<file path="src/rtl/mlsu_addr_gen.sv">
// MLSU address generator: turns one pre-decoded row/column request into a
// stream of bus-aligned memory beats, each with byte enables and an element count.
module mlsu_addr_gen #(
  parameter int unsigned BUS_BYTES = 16,
  parameter int unsigned VL_W      = 16,
  parameter int unsigned ID_W      = 4
) (
  input  logic                           clk_i,
  input  logic                           rst_ni,
  input  logic                           preDec_req_valid_i,
  output logic                           preDec_req_ready_o,
  input  logic [ID_W-1:0]                req_id_i,
  input  logic [1:0]                     mode_i,
  input  logic [63:0]                    base_addr_i,
  input  logic [1:0]                     sew_i,
  input  logic [63:0]                    stride_i,
  input  logic [VL_W-1:0]                vl_i,
  input  logic                           is_load_i,
  output logic                           mem_req_valid_o,
  input  logic                           mem_req_ready_i,
  output logic [63:0]                    mem_addr_o,
  output logic [BUS_BYTES-1:0]           mem_byte_en_o,
  output logic [$clog2(BUS_BYTES):0]     mem_elem_cnt_o,
  output logic                           mem_last_o,
  output logic                           mem_is_load_o,
  output logic [ID_W-1:0]                mem_req_id_o,
  output logic                           busy_o
);

  localparam int unsigned OFF_W = $clog2(BUS_BYTES);
  localparam int unsigned CNT_W = OFF_W + 1;
  localparam int unsigned REM_W = VL_W + 4;

  typedef enum logic {S_IDLE, S_GEN} state_e;

  state_e            r_state;
  state_e            w_state_nxt;
  logic [63:0]       r_cur_addr;
  logic [63:0]       r_stride;
  logic [REM_W-1:0]  r_rem;
  logic [1:0]        r_sew;
  logic              r_contig;
  logic              r_is_load;
  logic [ID_W-1:0]   r_id;

  logic                 w_req_fire;
  logic                 w_beat_fire;
  logic                 w_gen;
  logic [OFF_W-1:0]     w_off;
  logic [REM_W-1:0]     w_room;
  logic [CNT_W-1:0]     w_n;
  logic [CNT_W-1:0]     w_end;
  logic [CNT_W-1:0]     w_elem_cnt;
  logic                 w_last;
  logic [BUS_BYTES-1:0] w_be;

  assign w_gen       = (r_state == S_GEN);
  assign w_req_fire  = preDec_req_valid_i && preDec_req_ready_o;
  assign w_beat_fire = w_gen && mem_req_ready_i;

  // Handshakes: a transfer happens on a rising edge where valid && ready; the
  // producer holds valid and all payload stable until the transfer completes.
  always_comb begin
    w_off  = r_cur_addr[OFF_W-1:0];
    w_room = REM_W'(BUS_BYTES) - REM_W'(w_off);
    if (r_contig) begin
      w_n        = (r_rem < w_room) ? CNT_W'(r_rem) : CNT_W'(w_room);
      w_elem_cnt = w_n >> r_sew;
      w_last     = (r_rem == REM_W'(w_n));
    end else begin
      w_n        = CNT_W'(1) << r_sew;
      w_elem_cnt = CNT_W'(1);
      w_last     = (r_rem == REM_W'(1));
    end
    w_end = CNT_W'(w_off) + w_n;
    w_be  = '0;
    for (int i = 0; i < int'(BUS_BYTES); i++) begin
      w_be[i] = (CNT_W'(i) >= CNT_W'(w_off)) && (CNT_W'(i) < w_end);
    end
  end

  always_comb begin
    w_state_nxt = r_state;
    case (r_state)
      S_IDLE: if (w_req_fire && (vl_i != '0)) w_state_nxt = S_GEN;
      S_GEN:  if (w_beat_fire && w_last)      w_state_nxt = S_IDLE;
      default: w_state_nxt = S_IDLE;
    endcase
  end

  always_ff @(posedge clk_i or negedge rst_ni) begin
    if (!rst_ni) r_state <= S_IDLE;
    else         r_state <= w_state_nxt;
  end

  // Contiguous requests count remaining bytes; strided requests count elements.
  always_ff @(posedge clk_i or negedge rst_ni) begin
    if (!rst_ni) begin
      r_cur_addr <= '0;
      r_stride   <= '0;
      r_rem      <= '0;
      r_sew      <= '0;
      r_contig   <= 1'b0;
      r_is_load  <= 1'b0;
      r_id       <= '0;
    end else if (w_req_fire) begin
      r_cur_addr <= base_addr_i;
      r_stride   <= stride_i;
      r_sew      <= sew_i;
      r_contig   <= mode_i[1];
      r_is_load  <= is_load_i;
      r_id       <= req_id_i;
      r_rem      <= mode_i[1] ? (REM_W'(vl_i) << sew_i) : REM_W'(vl_i);
    end else if (w_beat_fire) begin
      if (r_contig) begin
        r_cur_addr <= r_cur_addr + 64'(w_n);
        r_rem      <= r_rem - REM_W'(w_n);
      end else begin
        r_cur_addr <= r_cur_addr + r_stride;
        r_rem      <= r_rem - REM_W'(1);
      end
    end
  end

  assign preDec_req_ready_o = (r_state == S_IDLE);
  assign mem_req_valid_o    = w_gen;
  assign busy_o             = w_gen;
  assign mem_addr_o         = w_gen ? {r_cur_addr[63:OFF_W], {OFF_W{1'b0}}} : '0;
  assign mem_byte_en_o      = w_gen ? w_be : '0;
  assign mem_elem_cnt_o     = w_gen ? w_elem_cnt : '0;
  assign mem_last_o         = w_gen && w_last;
  assign mem_is_load_o      = r_is_load;
  assign mem_req_id_o       = r_id;

  a_mode_onehot: assert property (@(posedge clk_i) disable iff (!rst_ni)
    w_req_fire |-> $onehot(mode_i))
    else $fatal(1, "mode_i not one-hot on request");
  a_base_align: assert property (@(posedge clk_i) disable iff (!rst_ni)
    w_req_fire |-> ((base_addr_i & ((64'd1 << sew_i) - 64'd1)) == 64'd0))
    else $fatal(1, "base_addr_i not element aligned");
  a_stride_align: assert property (@(posedge clk_i) disable iff (!rst_ni)
    (w_req_fire && mode_i[0]) |-> ((stride_i & ((64'd1 << sew_i) - 64'd1)) == 64'd0))
    else $fatal(1, "stride_i not element aligned");
  a_sew_fits: assert property (@(posedge clk_i) disable iff (!rst_ni)
    w_req_fire |-> ((32'd1 << sew_i) <= BUS_BYTES))
    else $fatal(1, "element wider than bus");

endmodule

</file>
<file path="config.mk">
export PLATFORM = sky130hd
export DESIGN_NAME = mlsu_addr_gen
export DESIGN_NICKNAME = d
export VERILOG_FILES = /design/src/rtl/mlsu_addr_gen.sv
export SDC_FILE = /design/constraint.sdc
export NUM_CORES = 1
export LEC_CHECK = 0
export CAP_MARGIN = 20
export CORE_AREA = 2 2 172 174
export DETAILED_ROUTE_END_ITERATION = 12
export DIE_AREA = 0 0 174 176
export GPL_TIMING_DRIVEN = 0
export PLACE_DENSITY = 0.68
export SYNTH_ARGS = -nofsm -noshare
export SYNTH_HDL_FRONTEND = slang
export SYNTH_SLANG_ARGS = --single-unit
export TNS_END_PERCENT = 1
</file>
<file path="constraint.sdc">
create_clock -name clk_i -period 13.32 [get_ports clk_i]
set_input_delay 1.998 -clock clk_i [delete_from_list [all_inputs] [get_ports clk_i]]
set_output_delay 1.998 -clock clk_i [all_outputs]
set_load 0.02 [all_outputs]
</file>
==> summary.md <==
| Metric | Value |
|---|---|
| Status | `completed` |
| P_leak | `about 0.0073 uW` |
| Total CTS buffers | `17` |
| Total number of yosys warnings | `0` |
| Most frequent cells in the layout | `nand2_1 (304), clkdlybuf4s50_1 (243), dfrtp_1 (157)` |
| Vias/cell | `5.72` |
| Kind of cell adding the most delay to the critical path | `compound AO/OA/AOI/OAI gates` |
| Worst EP arrival | `6460 ps` |
| GRT Overall Usage | `28.7%` |
| DRC viols | `0` |
| Hold path depth | `2` |
| # rows | `slightly above 60` |
| R2R cell count | `19` |
| Clk_lat worst skew | `440 ps` |
| Worst clock skew | `16.1 ps` |
| Maximum clock frequency | `roughly 0.12 GHz` |
| Max-slew violation count | `0` |
| Crit. End Element | `output port` |
| Max cap viols | `0` |
| Total number of vias | `13,000` |
| Area Growth Syn to Fin | `28.2%` |
| Seq cells post-synth | `between 150 and 200` |
| Reg2reg setup slack | `a little over 6000 ps` |
| Most common cell after layout, fill and taps aside | `nand2_1` |
| Global route total overflow | `0` |
| Synthesized area | `0.0128 mm^2` |
| Post-synth ARST share | `100%` |
| Hold Path Origin | `r_stride[61]$_DFFE_PN0P_` |
| RSZ-0062 raised after global routing | `no` |
| Final HPWL DP | `34.1 mm` |
| Top sig layer | `met4` |
| Dominant synthesized flop cell | `dfrtp_1` |
| R2R Path Start | `r_cur_addr[1]$_DFFE_PN0P_` |
| Sequential share of the synthesized area | `30.7%` |
| Final worst slack | `4860 ps` |
| Vias in the first global route | `12,800` |
| WL/cell | `around 19 um` |
| Die area | `between 0.03 and 0.04 mm^2` |
| Critical path type | `register to output port` |
| Pin count of the biggest net entering global routing | `~110` |
| Wire length on met1 | `approximately 20 mm` |
| Hold buffers post-CTS | `0` |
| Power Dens Cells | `between 200 and 250 mW/mm^2` |
| Startpoint Class | `register` |
| Met3 routed WL | `2.85 mm` |
| Final Setup Violations | `0` |
| CTS Root Cell | `clkbuf_16` |
| Met2 Routed Length | `20.0 mm` |
| I/O pins | `251` |
| Post-Place Setup Slack | `5510 ps` |
| Rel. slew slack | `between 30 and 40%` |
| Bufs on Longest Clock Path | `2` |
| Core Area | `0.0285 mm^2` |
| Tcrit/Tclk final | `~64%` |
| Buffers added on ports | `between 200 and 250` |
| Non-Filler Instances | `2,281` |
| Crit-path max FO | `10` |
| Buf/Inv on CP | `3` |
| Ant. Diodes | `0` |
| TritonCTS clock tree | `done` |
| Clock Pin Slew Worst Setup and Hold Paths | `70 ps` |
| Final hold vios | `0` |
| Syn Inst Count | `approximately 1,600` |
| Fill cells | `2,800` |
| Post-synth EDFFs | `0` |
| Final ANT Viol Nets | `0` |
| Setup TNS | `0 ps` |
| # clock sinks | `approximately 160` |
| Worst path cell trace | `inv_1 -> ha_1 -> xor2_1 -> ha_1 -> a21o_1 -> a21o_1 -> a211oi_4 -> mux2i_1 -> nand2b_1 -> o21ai_0 -> ha_1 -> a21o_1 -> a21oi_1 -> xnor2_1 -> clkbuf_1 -> a21oi_1 -> a221oi_1 -> clkdlybuf4s50_1` |
| Worst IR drop on VDD | `102 uV` |
| Post-layout min period | `8460 ps` |
| DRT Pass-1 Iters | `6` |
| Worst setup startpoint | `r_cur_addr[1]$_DFFE_PN0P_` |
| Postcts setup bufs | `0` |
| Slowest-stage cell, CP | `clkdlybuf4s50_1` |
| Fraction of layout cells with a size suffix above 1 | `3.48%` |
| Drt total wl | `44.1 mm` |
| Initial antenna violation count | `0` |
| Iter 0 DRT Violations | `963` |
| First-pass GRT wire length | `~70 mm` |
| Placed insts | `2,249` |
| Die W | `174 um` |
| CP max stage delay | `670 ps` |
| Die Y-Extent | `176 um` |
| Worst R2R End | `r_cur_addr[63]$_DFFE_PN0P_` |
| Synth Area per Inst | `7.93 um^2` |
| Hold/Removal Path Class | `register to register` |
| Routability congestion estimate | `between 0.9 and 1` |
| Fin nets | `between 2,000 and 2,500` |
| CTS resizes | `0` |
| H-tree levels | `4` |
| Required @ worst endpoint | `11,320 ps` |
| Worst-Margin Slew | `1010 ps` |
| End of the worst hold path | `r_stride[61]$_DFFE_PN0P_` |
| Distinct cells, synth | `67` |
| Initial Utilization | `44.9%` |
==> cells in the mapped netlist, types with 4 or more instances <==
cell type,number,area [um^2]
and2_1,66,413
a22oi_1,55,413
nor2_1,75,282
o22a_1,4,35.0
and3_1,11,68.8
mux2_2,6,67.6
nand4_1,21,131
nand3_1,19,95.1
a21oi_1,122,611
a221oi_1,9,78.8
o211ai_1,14,105
a41oi_1,5,43.8
o311ai_0,4,35.0
and4_1,5,43.8
inv_1,32,120
a21boi_0,5,37.5
ha_1,81,1010
a21o_1,55,413
nand2b_1,15,93.8
a211oi_1,15,113
nor2b_1,72,450
o21ai_0,112,561
dfrtp_1,157,3930
nor3_1,24,120
a311oi_1,4,35.0
nor3b_1,4,30.0
o22ai_1,12,75.1
buf_1,8,30.0
o21a_1,5,37.5
nor4_1,10,62.6
xnor2_1,44,385
o221ai_1,8,70.1
or4_1,4,30.0
xor2_1,30,263
or2_2,7,43.8
buf_4,5,37.5
mux2i_1,29,290
o31ai_1,9,67.6
clkbuf_1,90,338
o21bai_1,12,90.1
nand2_1,304,1140
a31oi_1,6,37.5
==> layout make-up <==
| type | count | area (um^2) | share of cell area, % |
|---|---|---|---|
| multi-input combinational | 1325 | 8350 | 50.9 |
| sequential | 157 | 3930 | 23.9 |
| timing repair buffer | 247 | 2500 | 15.2 |
| tap | 384 | 480 | 2.93 |
| clock buffer | 18 | 429 | 2.61 |
| buffer | 104 | 417 | 2.54 |
| clock inverter | 14 | 195 | 1.19 |
| inverter | 32 | 120 | 0.731 |
==> cell families after synthesis <==
logic type | after synthesis | share of synthesized area (%)
compound gates | 477 | 23.9
xor+xnor | 75 | 5.28
fa+ha+maj | 84 | 8.38
buf+inv | 136 | 4.19
flops | 157 | 30.7
mux | 38 | 3.32
other cells | 1 | 0.0293
simple gates | 647 | 24.2
==> per-stage QoR <==
step	power (uW)	util (%)	area, um^2	hold slack, ps
2_1_floorplan	2160	-	12800	438
3_3_place_gp	2850	55.1	15700	452
3_5_place_dp	2870	55.3	15800	457
4_1_cts	3430	57.5	16400	473
5_1_grt	3700	57.5	16400	488
6_report	3450	57.5	16400	466
==> metal layers <==
layer / global-route usage (%) / vias to the layer above
li1: - / 6266
met1: 40.1 / 6253
met2: 45.9 / 468
met3: 4.29 / 60
met4: 9.14 / 0
met5: 0 / -
==> registers in the layout, indices dropped and copies added (netlist names) <==
name           flops
r_cur_addr        64
mem_is_load_o      1
r_sew              2
r_stride          64
r_rem             20
mem_req_id_o       4
busy_o             1
r_contig           1
==> worst min-delay path, stage by stage, from the launching register on <==
cell	delay, ps
dfrtp_1	330
nand2_1	50
nand2_1	50
==> power by group <==
group	leakage (uW)	total [uW]	internal, uW	switching (uW)
combinational	0.00501	2140	929	1210
clock	0.000304	544	304	241
sequential	0.00194	765	622	143
==> how the worst max path moves through the flow <==
stage | end | slack (ps) | depth (start not counted)
floorplan | mem_byte_en_o[5] | 6740 | 18
global placement | r_stride[49]$_DFFE_PN0P_ | 3510 | 1
detailed placement | mem_byte_en_o[6] | 5510 | 18
CTS | mem_byte_en_o[6] | 5010 | 18
global route | mem_byte_en_o[6] | 4430 | 18
finish | mem_byte_en_o[6] | 4860 | 18
Power figures use the tool's default switching activity.
